==> src/rtl/ccip_c0_rd_line_arbiter_if.sv <==
// Requester-side and CCI-P c0-side signal bundle for the c0 read-line arbiter.
// The slave modport is the arbiter's view; master is the AFU/platform side.
interface ccip_c0_rd_line_arbiter_if #(
    parameter int NUM_REQ = 2
);
    logic [NUM_REQ-1:0]    req_valid;
    logic [NUM_REQ-1:0]    req_ready;
    logic [NUM_REQ*42-1:0] req_addr;
    logic [NUM_REQ*2-1:0]  req_cl_len;
    logic [NUM_REQ*16-1:0] req_mdata;
    logic                  tx_almfull;
    logic                  tx_valid;
    logic [41:0]           tx_addr;
    logic [1:0]            tx_cl_len;
    logic [15:0]           tx_mdata;
    logic                  rx_rsp_valid;
    logic [15:0]           rx_rsp_mdata;
    logic [NUM_REQ-1:0]    rsp_valid;
    logic [15:0]           rsp_mdata;

    modport master (
        output req_valid, req_addr, req_cl_len, req_mdata, tx_almfull, rx_rsp_valid, rx_rsp_mdata,
        input  req_ready, tx_valid, tx_addr, tx_cl_len, tx_mdata, rsp_valid, rsp_mdata
    );

    modport slave (
        input  req_valid, req_addr, req_cl_len, req_mdata, tx_almfull, rx_rsp_valid, rx_rsp_mdata,
        output req_ready, tx_valid, tx_addr, tx_cl_len, tx_mdata, rsp_valid, rsp_mdata
    );
endinterface

==> src/rtl/ccip_c0_rd_line_arbiter.sv <==
// Round-robin arbiter for the CCI-P c0 read-request channel with line-credit
// accounting, mdata ID tagging, response steering and a quiesce/drain handshake.
//
// state      | meaning
// ST_RUN     | arbitration enabled (still gated by tx_almfull and credit)
// ST_DRAIN   | quiesce requested, waiting for in-flight lines to return
// ST_DRAINED | quiesced with zero lines in flight
module ccip_c0_rd_line_arbiter #(
    parameter int         NUM_REQ          = 2,
    parameter int         MAX_ACTIVE_LINES = 512,
    parameter logic [3:0] CL_LEN_MASK      = 4'b1011
) (
    input  logic                     clk,
    input  logic                     reset_n,
    ccip_c0_rd_line_arbiter_if.slave bus,
    input  logic                     quiesce,
    output logic                     drained,
    output logic [15:0]              active_lines,
    output logic                     err_len,
    output logic                     err_underflow
);
    localparam int                  IDW      = $clog2(NUM_REQ);
    localparam int                  ID_SPACE = 1 << IDW;
    localparam logic [15:0]         ID_MASK  = ~(16'hffff >> IDW);
    localparam logic [ID_SPACE-1:0] ID_OK    = ID_SPACE'((64'd1 << NUM_REQ) - 64'd1);

    typedef enum logic [1:0] {
        ST_RUN     = 2'd0,
        ST_DRAIN   = 2'd1,
        ST_DRAINED = 2'd2
    } state_t;

    state_t             state, state_next;
    logic               grant_en;
    logic [IDW-1:0]     rr_ptr, winner, cand;
    logic               grant_any, grant_legal, issue;
    logic [NUM_REQ-1:0] eligible;
    logic [2:0]         req_lines [NUM_REQ];
    logic [41:0]        win_addr;
    logic [1:0]         win_len;
    logic [15:0]        win_mdata;
    logic [2:0]         win_lines;
    logic [IDW-1:0]     rsp_id;
    logic               rsp_id_ok, rsp_dec;
    logic [15:0]        active_next;

    // Illegal lengths cost no credit, so they can always win and be dropped.
    always_comb begin
        eligible = '0;
        for (int i = 0; i < NUM_REQ; i++) begin
            req_lines[i] = CL_LEN_MASK[bus.req_cl_len[2*i +: 2]] ?
                           {1'b0, bus.req_cl_len[2*i +: 2]} + 3'd1 : 3'd0;
            eligible[i]  = bus.req_valid[i] && grant_en &&
                           ({1'b0, active_lines} + 17'(req_lines[i]) <= 17'(MAX_ACTIVE_LINES));
        end
    end

    always_comb begin
        grant_any = 1'b0;
        winner    = '0;
        cand      = '0;
        for (int k = 0; k < NUM_REQ; k++) begin
            cand = IDW'((int'(rr_ptr) + k) % NUM_REQ);
            if (!grant_any && eligible[cand]) begin
                grant_any = 1'b1;
                winner    = cand;
            end
        end
    end

    always_comb begin
        win_addr  = '0;
        win_len   = '0;
        win_mdata = '0;
        win_lines = '0;
        for (int i = 0; i < NUM_REQ; i++) begin
            if (winner == IDW'(i)) begin
                win_addr  = bus.req_addr[42*i +: 42];
                win_len   = bus.req_cl_len[2*i +: 2];
                win_mdata = bus.req_mdata[16*i +: 16];
                win_lines = req_lines[i];
            end
        end
    end

    assign grant_legal = CL_LEN_MASK[win_len];
    assign issue       = grant_any && grant_legal;
    // Gated by reset_n so req_ready reads 0 while reset is held, even with requests pending.
    assign bus.req_ready = (grant_any && reset_n) ? NUM_REQ'(1) << winner : '0;

    assign rsp_id      = bus.rx_rsp_mdata[15 -: IDW];
    assign rsp_id_ok   = ID_OK[rsp_id];
    assign rsp_dec     = bus.rx_rsp_valid && rsp_id_ok && (active_lines != 16'd0);
    assign active_next = active_lines + (issue ? 16'(win_lines) : 16'd0) - 16'(rsp_dec);

    always_ff @(posedge clk or negedge reset_n) begin
        if (!reset_n) begin
            rr_ptr        <= '0;
            active_lines  <= '0;
            err_len       <= 1'b0;
            err_underflow <= 1'b0;
            bus.tx_valid  <= 1'b0;
            bus.tx_addr   <= '0;
            bus.tx_cl_len <= '0;
            bus.tx_mdata  <= '0;
            bus.rsp_valid <= '0;
            bus.rsp_mdata <= '0;
        end else begin
            if (grant_any) begin
                rr_ptr <= (winner == IDW'(NUM_REQ - 1)) ? '0 : winner + 1'b1;
            end
            bus.tx_valid <= issue;
            if (issue) begin
                bus.tx_addr   <= win_addr;
                bus.tx_cl_len <= win_len;
                bus.tx_mdata  <= (win_mdata & ~ID_MASK) | (16'(winner) << (16 - IDW));
            end
            if (grant_any && !grant_legal) begin
                err_len <= 1'b1;
            end
            if (bus.rx_rsp_valid && (!rsp_id_ok || active_lines == 16'd0)) begin
                err_underflow <= 1'b1;
            end
            active_lines  <= active_next;
            bus.rsp_valid <= (bus.rx_rsp_valid && rsp_id_ok) ? NUM_REQ'(1) << rsp_id : '0;
            bus.rsp_mdata <= bus.rx_rsp_mdata & ~ID_MASK;
        end
    end

    always_ff @(posedge clk or negedge reset_n) begin
        if (!reset_n) begin
            state <= ST_RUN;
        end else begin
            state <= state_next;
        end
    end

    // Drain completion looks at the post-edge count so drained follows the last beat directly.
    always_comb begin
        state_next = state;
        case (state)
            ST_RUN: begin
                if (quiesce) begin
                    state_next = (active_next == 16'd0) ? ST_DRAINED : ST_DRAIN;
                end
            end
            ST_DRAIN: begin
                if (!quiesce) begin
                    state_next = ST_RUN;
                end else if (active_next == 16'd0) begin
                    state_next = ST_DRAINED;
                end
            end
            ST_DRAINED: begin
                if (!quiesce) begin
                    state_next = ST_RUN;
                end
            end
            default: state_next = ST_RUN;
        endcase
    end

    always_comb begin
        grant_en = 1'b0;
        drained  = 1'b0;
        case (state)
            ST_RUN:     grant_en = !bus.tx_almfull;
            ST_DRAINED: drained  = 1'b1;
            default:    ;
        endcase
    end
endmodule

==> src/flat_wrapper.sv <==
// flat-port wrapper written by rule: the top's interface ports become plain ports
module ccip_c0_rd_line_arbiter_flat 
#(
    parameter int         NUM_REQ          = 2,
    parameter int         MAX_ACTIVE_LINES = 512,
    parameter logic [3:0] CL_LEN_MASK      = 4'b1011
)
  (clk, reset_n, quiesce, drained, active_lines, err_len, err_underflow, bus_req_valid, bus_req_addr, bus_req_cl_len, bus_req_mdata, bus_tx_almfull, bus_rx_rsp_valid, bus_rx_rsp_mdata, bus_req_ready, bus_tx_valid, bus_tx_addr, bus_tx_cl_len, bus_tx_mdata, bus_rsp_valid, bus_rsp_mdata);
  ccip_c0_rd_line_arbiter_if #(.NUM_REQ(NUM_REQ)) bus_i ();
  input  logic clk;
  input  logic reset_n;
  input  logic quiesce;
  output logic drained;
  output logic [15:0] active_lines;
  output logic err_len;
  output logic err_underflow;
  input wire logic [$bits(bus_i.req_valid)-1:0] bus_req_valid;
  input wire logic [$bits(bus_i.req_addr)-1:0] bus_req_addr;
  input wire logic [$bits(bus_i.req_cl_len)-1:0] bus_req_cl_len;
  input wire logic [$bits(bus_i.req_mdata)-1:0] bus_req_mdata;
  input wire logic [$bits(bus_i.tx_almfull)-1:0] bus_tx_almfull;
  input wire logic [$bits(bus_i.rx_rsp_valid)-1:0] bus_rx_rsp_valid;
  input wire logic [$bits(bus_i.rx_rsp_mdata)-1:0] bus_rx_rsp_mdata;
  output wire logic [$bits(bus_i.req_ready)-1:0] bus_req_ready;
  output wire logic [$bits(bus_i.tx_valid)-1:0] bus_tx_valid;
  output wire logic [$bits(bus_i.tx_addr)-1:0] bus_tx_addr;
  output wire logic [$bits(bus_i.tx_cl_len)-1:0] bus_tx_cl_len;
  output wire logic [$bits(bus_i.tx_mdata)-1:0] bus_tx_mdata;
  output wire logic [$bits(bus_i.rsp_valid)-1:0] bus_rsp_valid;
  output wire logic [$bits(bus_i.rsp_mdata)-1:0] bus_rsp_mdata;
  assign bus_i.req_valid = bus_req_valid;
  assign bus_i.req_addr = bus_req_addr;
  assign bus_i.req_cl_len = bus_req_cl_len;
  assign bus_i.req_mdata = bus_req_mdata;
  assign bus_i.tx_almfull = bus_tx_almfull;
  assign bus_i.rx_rsp_valid = bus_rx_rsp_valid;
  assign bus_i.rx_rsp_mdata = bus_rx_rsp_mdata;
  assign bus_req_ready = bus_i.req_ready;
  assign bus_tx_valid = bus_i.tx_valid;
  assign bus_tx_addr = bus_i.tx_addr;
  assign bus_tx_cl_len = bus_i.tx_cl_len;
  assign bus_tx_mdata = bus_i.tx_mdata;
  assign bus_rsp_valid = bus_i.rsp_valid;
  assign bus_rsp_mdata = bus_i.rsp_mdata;
  ccip_c0_rd_line_arbiter #(.NUM_REQ(NUM_REQ), .MAX_ACTIVE_LINES(MAX_ACTIVE_LINES), .CL_LEN_MASK(CL_LEN_MASK)) u_core (.clk(clk), .reset_n(reset_n), .bus(bus_i), .quiesce(quiesce), .drained(drained), .active_lines(active_lines), .err_len(err_len), .err_underflow(err_underflow));
endmodule
==> config.mk <==
export PLATFORM = sky130hd
export DESIGN_NAME = ccip_c0_rd_line_arbiter_flat
export DESIGN_NICKNAME = d
export VERILOG_FILES = /design/src/rtl/ccip_c0_rd_line_arbiter_if.sv /design/src/rtl/ccip_c0_rd_line_arbiter.sv /design/src/flat_wrapper.sv
export SDC_FILE = /design/constraint.sdc
export NUM_CORES = 1
export LEC_CHECK = 0
export CAP_MARGIN = 30
export CORE_ASPECT_RATIO = 0.7
export CORE_MARGIN = 2
export CORE_UTILIZATION = 45
export DETAILED_ROUTE_END_ITERATION = 10
export HOLD_SLACK_MARGIN = 0.12
export PLACE_DENSITY = 0.81
export SLEW_MARGIN = 5
export SYNTH_ARGS = -nofsm -noshare
export SYNTH_HDL_FRONTEND = slang
export SYNTH_SLANG_ARGS = --single-unit
==> constraint.sdc <==
create_clock -name clk -period 14.73 [get_ports clk]
set_input_delay 2.946 -clock clk [delete_from_list [all_inputs] [get_ports clk]]
set_output_delay 2.946 -clock clk [all_outputs]
set_load 0.005 [all_outputs]
==> results_dict.tcl, run 1 <==
set metrics [dict create \
    drt_first_iter_violations 326 \
    post-route-period-util 0.680 \
    synth_area_per_cell_um2 12.1 \
    grt_pass1_vias 5335 \
    layout_common_cells "clkdlybuf4s50_1 (238), dfrtp_1 (99), mux2_4 (58)" \
    ys.flop_type "dfrtp_1" \
    rel_slew_slack 0.424 \
    max_clock_freq_mhz 99.8 \
    cts_max_path_buffers 2 \
    crit_path_cell_trace "clkdlybuf4s50_1 -> nor2_1 -> ha_1 -> ha_1 -> o21ai_1 -> a211oi_4 -> a21oi_1 -> o211ai_1 -> and4b_4 -> a311oi_4 -> buf_4 -> and2_1 -> clkdlybuf4s50_1" \
    root_buffer "clkbuf_16" \
    post_drt_via_cell_ratio 5.20 \
    starting_density 0.462 \
    nNetsFinal 950 \
    post_cts_hold_buffer_count 0 \
    row_count 36 \
    crit_family "buffers and inverters" \
    die_h_um 104 \
    die_w_um 147 \
    maximum_number_of_pins_on_one_net_before_global_route_repair 79 \
    io_pins 243 \
    area_occupied_by_multi_input_gates_mm2 0.00360 \
    class_of_the_tightest_hold_or_removal_check "reg -> reg" \
    fin_clk_skew_ns 0.00821 \
    critPathCapture "bus_req_ready[1]" \
    timing.critical_path.slowest_stage_cell "buf_4" \
    routed-via-count 4998 \
    worstSkewPairLatency_ns 0.34 \
    grt_setup_unrepaired "no" \
    core-area_mm2 0.0140 \
    setup.reg_to_reg.worst_slack_ns 7.74 \
    crit_path_max_incr_delay_ns 0.69 \
    worst-r2r-cell-count 22 \
    mostFrequentLayoutCell "clkdlybuf4s50_1" \
    yosysUniqueCellTypes 69 \
    critical_path.n_buffers_inverters 3 \
    fin_crit_ns 10.02 \
    power.ir.vdd_worst_mv 0.0870 \
    stages_on_the_worst_setup_path 13 \
    numCtsBuffers 9 \
    antenna_found_initial 0 \
    grt_util_all_layers 0.226 \
    final_hold_viol_count 0 \
    endpoint_kind "output port" \
    p_total_w 0.00149 \
    detail_route.wl_per_cell_um 18.1 \
    cts_post_setup_buffers_inserted 0 \
    post_synth_inst_count 533 \
    cp_max_fanout 66 \
    timing.critical_path.from_type "input port" \
    dpl.hpwl_um 13500 \
    grt_overflow_total 0 \
    global_route_wire_length_before_repair_um 27700 \
    num-fill-cells 1052 \
    cts_tree "done" \
    pre_antenna_drt_iters 4 \
    mappedNetlistNets 717 \
    worstReg2RegStart "u_core.active_lines[1]" \
    power.density_mw_per_mm2 161 \
    cp-startpoint "bus_req_cl_len[0]" \
    drt_wl_total_um 17400 \
    last_weighted_congestion_value_of_the_routability_driven_placer 0.877 \
    count_of_buffers_inserted_at_the_top_level_ports 239 \
    route.detailed.drc 0 \
    cts_max_level 3 \
    asyncSetResetFlopFracSynth 1.00 \
    area_growth_syn_to_layout_pct 42.9 \
    r2r-end "u_core.state[1]" \
    post_cts_resize_count 0 \
    p_leak_nw 3.91 \
    run_status "finished clean" \
    finalSetupViolCount 0 \
    num_antenna_cells 0 \
    drv_slew 0 \
    max_slew.worst_pin.slew_ns 0.863 \
    synth_edf_count 0 \
    drtAntennaViolNets 0 \
    synth_warnings 0 \
    max-cap-violations 0 \
    fraction_of_layout_instances_using_a_drive_strength_above_1 0.201 \
    clk_transition_reported_paths_ns 0.08 \
    synth-seq-area-share 0.384 \
    ff_latch_area_mm2 0.00248 \
    synth.ff_latch_count 99 \
    tritoncts_num_sinks 99 \
    die_area_mm2 0.0153 \
    worstPathArrival_ns 7.07 \
    required_ns 11.78 \
    synth.cell_area_mm2 0.00645 \
    setup_tns_ns 0 \
    type_of_the_setup_path_with_the_least_slack "in -> out" \
]
## cells by family (layout without fill, tap and decap cells)
family	count (synthesis)	in the layout	synth area share
AO/OA/AOI/OAI	100	100	0.130
adder cells (fa/ha/maj)	41	41	0.0807
flip-flops	99	99	0.384
AND/OR/NAND/NOR	87	87	0.0700
multiplexers	119	119	0.240
XOR/XNOR	26	26	0.0353
other	1	1	0.000581
buffers and inverters	60	298	0.0593
## registers in the layout (all words and copies together), names as in the netlist
signal,cells
u_core.bus.rsp_valid,2
u_core.err_underflow,1
u_core.bus.rsp_mdata,15
u_core.bus.tx_valid,1
u_core.err_len,1
u_core.bus.tx_mdata,16
u_core.bus.tx_addr,42
u_core.rr_ptr,1
u_core.state,2
u_core.active_lines,16
u_core.bus.tx_cl_len,2
## worst min-delay path by stage
stage / startpoint / end / slack [ns] / cells past startpoint
floorplan: u_core.err_underflow / u_core.err_underflow / 0.45 / 1
global placement: u_core.err_underflow / u_core.err_underflow / 0.44 / 1
detailed placement: u_core.err_underflow / u_core.err_underflow / 0.45 / 1
CTS: u_core.err_underflow / u_core.err_underflow / 0.47 / 1
global route: u_core.err_underflow / u_core.err_underflow / 0.48 / 1
finish: u_core.err_underflow / u_core.err_underflow / 0.47 / 1
## synth_stat cells, types with 3 or more instances
master    instances  area share
inv_1            38       0.022
xor2_1            4      0.0054
dfrtp_1          99        0.38
a31oi_1           4      0.0039
o211ai_1          3      0.0035
nor2b_1          11       0.011
ha_1             40       0.078
a21oi_1          13       0.010
nand2b_1          3      0.0029
mux2_2           56       0.098
a21o_1            4      0.0047
o31ai_1           4      0.0047
buf_6             6       0.010
o21ai_1           7      0.0054
nand3_1           9      0.0070
mux2_4           58        0.13
mux2i_1           5      0.0078
nor3_1            7      0.0054
nor2_1           13      0.0076
nand4_1           3      0.0029
buf_2             6      0.0047
nor4_1            4      0.0039
nand2_1          23       0.013
o21a_1            6      0.0070
o21ai_0          12      0.0093
and2_1            5      0.0048
buf_12            6       0.019
xnor2_1          22       0.030
o21bai_1          3      0.0035
a211oi_1          7      0.0081
## layer usage
layer	wire [um]	global-route usage	vias to the layer above
li1	-	-	2373
met1	7580	0.291	2448
met2	8610	0.383	159
met3	934	0.0570	18
met4	252	0.0577	0
met5	0	0	-
## metrics by stage
stage | hold slack (ns) | worst slack, ns | std cells | area (um2) | utilization
after detailed placement | 0.446 | 4.51 | 943 | 8870 | 0.636
after floorplan | 0.451 | 6.30 | 533 | 6450 | -
after global routing | 0.481 | 4.43 | 961 | 9230 | 0.661
after CTS | 0.469 | 4.68 | 959 | 9170 | 0.657
after global placement | 0.443 | 4.87 | 943 | 8870 | 0.636
final | 0.465 | 4.71 | 961 | 9230 | 0.661
## power breakdown
group          internal, W  switching, W  total [W]
logic             0.000424      0.000393   0.000817
registers         0.000345     0.0000929   0.000438
clock network     0.000119      0.000112   0.000231
## layout make-up
class | count | share of cell area
clock inverter | 7 | 0.00760
multi-input combinational | 374 | 0.391
sequential | 99 | 0.269
inverter | 38 | 0.0155
timing repair buffer | 244 | 0.267
clock buffer | 9 | 0.0244
tap | 190 | 0.0258
## worst register-to-register path: stages (launching register included)
cell	delay, ns
dfrtp_1	0.70
xnor2_1	0.16
ha_1	0.26
a21oi_1	0.40
a211oi_4	0.11
and3_1	0.20
o211ai_1	0.16
and4b_4	0.25
a311oi_4	0.28
buf_4	0.69
mux2i_1	0.26
o21ai_0	0.14
ha_1	0.35
inv_1	0.06
ha_1	0.31
a211oi_1	0.36
o21bai_1	0.13
a21oi_1	0.20
xor2_1	0.11
or4b_1	0.50
or4_1	0.47
or4_1	0.50
o41ai_2	0.31
No activity file was read; power rests on OpenSTA's default activity.
==> inputs of run 2 (changes only) <==
clock period = 10.45 ns   (was 14.73 ns; I/O delays follow)
==> results_dict.tcl, run 2 (synthesis gave the netlist of run 1 again) <==
set metrics [dict create \
    worstPathArrival_ns 8.86 \
    biggestRegsByFlops "u_core.bus.tx_addr (42), u_core.active_lines (16), u_core.bus.tx_mdata (16)" \
    power.share.sequential 0.294 \
    max_clock_freq_mhz 116 \
    power.density_mw_per_mm2 228 \
    maximum_number_of_pins_on_one_net_before_global_route_repair 67 \
    post_cts_hold_buffer_count 0 \
    mostFrequentLayoutCell "clkdlybuf4s50_1" \
    cts_max_path_buffers 2 \
    die_area_mm2 0.0153 \
    drv_slew 0 \
    area_occupied_by_multi_input_gates_mm2 0.00360 \
    worst_hold_path.num_cells 1 \
    power.ir.vdd_worst_mv 0.127 \
    cts_post_setup_buffers_inserted 0 \
    cell_internal_pwr_w 0.00125 \
    num-fill-cells 1027 \
    final.hold.worst_slack_ns 0.463 \
    pre_antenna_drt_iters 5 \
    rel_slew_slack 0.450 \
    post_dp_cell_area_mm2 0.00888 \
    dpl.hpwl_um 13600 \
    hold_path_startpoint "u_core.err_underflow" \
    tritoncts_num_sinks 99 \
    type_of_the_setup_path_with_the_least_slack "in -> reg" \
    fin_crit_ns 8.63 \
    worstReg2RegStart "u_core.active_lines[1]" \
    post-route-util 0.659 \
    die_h_um 104 \
    nNetsFinal 950 \
    count_of_buffers_inserted_at_the_top_level_ports 239 \
    whs_endpoint "u_core.err_underflow" \
    core-area_mm2 0.0140 \
    setup_tns_ns 0 \
    global_route_wire_length_before_repair_um 28000 \
    run_status "finished clean" \
    die_w_um 147 \
    largest_register "u_core.bus.tx_addr" \
    area_growth_syn_to_layout_pct 42.5 \
    worstSkewPairLatency_ns 0.35 \
    max-cap-violations 0 \
    post-route-period-util 0.826 \
    max_slew.worst_pin.slew_ns 0.825 \
    total_switching_power_w 0.000840 \
    antenna_found_initial 0 \
    row_count 36 \
    num_antenna_cells 0 \
    drtAntennaViolNets 0 \
    setup.reg_to_reg.worst_slack_ns 3.79 \
    post_cts_resize_count 0 \
    grt_setup_unrepaired "no" \
    grt_pass1_vias 5301 \
    cts_max_level 3 \
    grt_overflow_total 0 \
    cp_max_fanout 28 \
    finalSetupViolCount 0 \
    worst-r2r-cell-count 22 \
    final_hold_viol_count 0 \
    root_buffer "clkbuf_16" \
    last_weighted_congestion_value_of_the_routability_driven_placer 0.865 \
    ff_latch_area_mm2 0.00248 \
    clk_transition_reported_paths_ns 0.07 \
    switch_share 0.401 \
    share_clk_of_total_power 0.154 \
    class_of_the_tightest_hold_or_removal_check "reg -> reg" \
    grt_util_all_layers 0.231 \
    post_drt_via_cell_ratio 5.27 \
    layout_common_cells "clkdlybuf4s50_1 (238), dfrtp_1 (99), mux2_4 (58)" \
    required_ns 10.69 \
    io_pins 243 \
    route.detailed.drc 0 \
    cts_tree "done" \
    largest_register_ffs 42 \
    power.combinational.fraction 0.551 \
    numCtsBuffers 9 \
    timing.critical_path.from_type "input port" \
    detail_route.wl_per_cell_um 18.2 \
    endpoint_kind "flip-flop" \
    drt_wl_total_um 17500 \
    fin_clk_skew_ns 0.0114 \
    r2r-end "u_core.state[1]" \
    drt_first_iter_violations 237 \
    p_leak_nw 3.90 \
    non_filler_cell_area_final_mm2 0.00920 \
    fraction_of_layout_instances_using_a_drive_strength_above_1 0.201 \
    routed-via-count 5062 \
    starting_density 0.462 \
]
==> run 2: stage by stage <==
stage | setup WS (ns) | std cells | total power [W]
floorplan | 2.88 | 533 | 0.00132
global placement | 1.78 | 944 | 0.00170
detailed placement | 1.56 | 944 | 0.00175
CTS | 1.91 | 960 | 0.00209
global route | 1.45 | 961 | 0.00224
finish | 1.82 | 961 | 0.00209
==> run 2: cell type report <==
cell class / count / area share
inverters: 38 / 0.0155
multi-input cells: 374 / 0.392
repair buffers: 244 / 0.266
well taps: 190 / 0.0258
flip-flops and latches: 99 / 0.269
clock inverters: 6 / 0.00531
clock buffers: 10 / 0.0260
==> run 2: metal layers <==
layer / track usage / part of all wire
met5: 0 / 0
met3: 0.0614 / 0.071
met2: 0.390 / 0.49
met4: 0.0611 / 0.020
met1: 0.295 / 0.42
==> run 2: how the worst max path moves through the flow <==
| stage | startpoint | cells past startpoint | slack, ns | end |
|---|---|---|---|---|
| 6_report | bus_req_cl_len[3] | 24 | 1.82 | u_core.state[1] |
| 5_1_grt | bus_req_cl_len[3] | 24 | 1.45 | u_core.state[1] |
| 4_1_cts | bus_req_cl_len[3] | 24 | 1.91 | u_core.state[1] |
| 3_5_place_dp | bus_req_cl_len[3] | 24 | 1.56 | u_core.state[1] |
| 3_3_place_gp | bus_req_cl_len[0] | 24 | 1.78 | u_core.state[0] |
| 2_1_floorplan | bus_req_cl_len[3] | 25 | 2.88 | u_core.state[1] |
==> run 2: power groups by stage <==
stage / Sequential, W / Combinational (W) / Clock [W]
3_3_place_gp: 0.000613 / 0.00109 / 0
6_report: 0.000616 / 0.00115 / 0.000323
2_1_floorplan: 0.000587 / 0.000729 / 0
5_1_grt: 0.000634 / 0.00126 / 0.000351
3_5_place_dp: 0.000620 / 0.00113 / 0
4_1_cts: 0.000616 / 0.00114 / 0.000333
==> run 2: worst max-delay path: stages <==
cell	delay [ns]
clkdlybuf4s50_1	0.59
nor2_1	0.23
ha_1	0.28
ha_1	0.26
o21ai_1	0.12
a211oi_2	0.37
mux2i_1	0.24
a22o_1	0.17
o2111ai_2	0.17
a311oi_4	0.29
buf_4	0.40
mux2i_1	0.22
o21ai_0	0.13
ha_1	0.30
inv_1	0.04
ha_1	0.34
nor2b_1	0.18
o31ai_2	0.34
a211oi_1	0.20
a2111oi_0	0.46
a311oi_1	0.14
or3b_1	0.40
or4_1	0.57
o41ai_2	0.31
==> inputs of run 3 (changes only) <==
clock period = 8.75 ns   (was 10.45 ns; I/O delays follow)
==> results_dict.tcl, run 3 (synthesis gave the netlist of run 1 again) <==
set metrics [dict create \
    drv_slew 0 \
    last_weighted_congestion_value_of_the_routability_driven_placer 0.882 \
    non_filler_cell_area_final_mm2 0.00921 \
    count_of_buffers_inserted_at_the_top_level_ports 239 \
    fraction_of_layout_instances_using_a_drive_strength_above_1 0.200 \
    area_growth_syn_to_layout_pct 42.7 \
    power.density_mw_per_mm2 271 \
    cp_max_fanout 10 \
    biggestRegsByFlops "u_core.bus.tx_addr (42), u_core.active_lines (16), u_core.bus.tx_mdata (16)" \
    die_w_um 147 \
    cts_max_level 3 \
    route.detailed.drc 0 \
    routed-via-count 5054 \
    final_hold_viol_count 0 \
    worstSkewPairLatency_ns 0.33 \
    num-fill-cells 1055 \
    drtAntennaViolNets 0 \
    worstPathArrival_ns 8.42 \
    rel_slew_slack 0.462 \
    post-route-period-util 0.937 \
    max-cap-violations 0 \
    run_status "finished clean" \
    fin_crit_ns 8.20 \
    antenna_found_initial 0 \
    cts_post_setup_buffers_inserted 0 \
    drt_wl_total_um 17400 \
    post_drt_via_cell_ratio 5.26 \
    grt_overflow_total 0 \
    drt_first_iter_violations 304 \
    cp-startpoint "bus_req_cl_len[0]" \
    power.ir.vdd_worst_mv 0.146 \
    io_pins 243 \
    grt_pass1_vias 5298 \
    area_occupied_by_multi_input_gates_mm2 0.00360 \
    max_slew.worst_pin.slew_ns 0.806 \
    pre_cts_ws_ns 0.224 \
    critPathCapture "u_core.state[1]" \
    cts_tree "done" \
    setup_tns_ns 0 \
    finalSetupViolCount 0 \
    cts_max_path_buffers 2 \
    max_clock_freq_mhz 122 \
    timing.critical_path.from_type "input port" \
    grt_util_all_layers 0.225 \
    nNetsFinal 950 \
    post_cts_hold_buffer_count 0 \
    largest_register_ffs 42 \
    mostFrequentLayoutCell "clkdlybuf4s50_1" \
    worstReg2RegStart "u_core.active_lines[1]" \
    grt_setup_unrepaired "no" \
    fin_clk_skew_ns 0.0112 \
    post_cts_resize_count 0 \
    largest_register "u_core.bus.tx_addr" \
    class_of_the_tightest_hold_or_removal_check "reg -> reg" \
    setup.reg_to_reg.worst_slack_ns 2.22 \
    core-area_mm2 0.0140 \
    numCtsBuffers 9 \
    global_route_wire_length_before_repair_um 27800 \
    starting_density 0.462 \
    detail_route.wl_per_cell_um 18.1 \
    clk_transition_reported_paths_ns 0.07 \
    required_ns 8.98 \
    ff_latch_area_mm2 0.00248 \
    r2r-end "u_core.state[1]" \
    num_antenna_cells 0 \
    p_leak_nw 3.89 \
    tritoncts_num_sinks 99 \
    worst-r2r-cell-count 21 \
    endpoint_kind "flip-flop" \
    root_buffer "clkbuf_16" \
    type_of_the_setup_path_with_the_least_slack "in -> reg" \
    die_h_um 104 \
    final.hold.worst_slack_ns 0.463 \
    die_area_mm2 0.0153 \
    dpl.hpwl_um 13300 \
    post_dp_cell_area_mm2 0.00887 \
    pre_antenna_drt_iters 5 \
    p_total_w 0.00249 \
    finalWorstSetupSlack_ns 0.555 \
    maximum_number_of_pins_on_one_net_before_global_route_repair 79 \
    row_count 36 \
    layout_common_cells "clkdlybuf4s50_1 (238), dfrtp_1 (99), mux2_4 (58)" \
]
[run 3: changes by cell type in the layout (fill, tap and decap cells not counted), sizes merged]
cell,before,now
clkbuf,10,11
clkinv,2,1
clkinvlp,2,3
inv,40,39
[run 3: power by group]
group	leakage, nW	total (W)	switching [W]	internal, W
logic	2.48	0.00138	0.000665	0.000714
clock network	0.128	0.000376	0.000174	0.000202
registers	1.29	0.000736	0.000155	0.000581
[run 3: how the worst min path moves through the flow]
stage,startpoint,to,slack [ns],depth (start not counted)
finish,u_core.err_underflow,u_core.err_underflow,0.46,1
global route,u_core.err_underflow,u_core.err_underflow,0.50,1
CTS,u_core.err_underflow,u_core.err_underflow,0.47,1
detailed placement,u_core.err_underflow,u_core.err_underflow,0.45,1
global placement,u_core.err_underflow,u_core.err_underflow,0.44,1
floorplan,u_core.err_underflow,u_core.err_underflow,0.45,1
[run 3: cell type report]
type	count	share of cell area
flip-flops and latches	99	0.269
clock buffers	11	0.0264
clock inverters	5	0.00394
repair buffers	244	0.268
multi-input cells	374	0.391
inverters	38	0.0155
well taps	190	0.0258
[run 3: per-layer routing]
metal / up-vias / routed length, um / global-route usage
met5: - / 0 / 0
met4: 0 / 256 / 0.0398
met3: 23 / 1200 / 0.0548
met2: 202 / 8280 / 0.378
met1: 2449 / 7630 / 0.299
li1: 2380 / - / -
[run 3: worst max-delay path, stage by stage]
cell             delay [ns]
clkdlybuf4s50_1        0.61
nor2_1                 0.25
ha_1                   0.26
ha_1                   0.24
o21ai_1                0.16
a211oi_4               0.39
mux2i_1                0.12
a22o_1                 0.19
and4b_4                0.22
a311oi_4               0.51
mux2i_1                0.23
o21ai_0                0.15
ha_1                   0.36
inv_1                  0.06
ha_1                   0.30
a211oi_1               0.38
o21bai_1               0.14
a21oi_1                0.20
xor2_1                 0.11
or4b_1                 0.49
or4_1                  0.47
or4_1                  0.51
o41ai_2                0.30
[run 3: per-stage QoR]
| step | util | instances |
|---|---|---|
| 2_1_floorplan | - | 533 |
| 3_3_place_gp | 0.636 | 943 |
| 3_5_place_dp | 0.636 | 943 |
| 4_1_cts | 0.656 | 959 |
| 5_1_grt | 0.659 | 961 |
| 6_report | 0.659 | 961 |
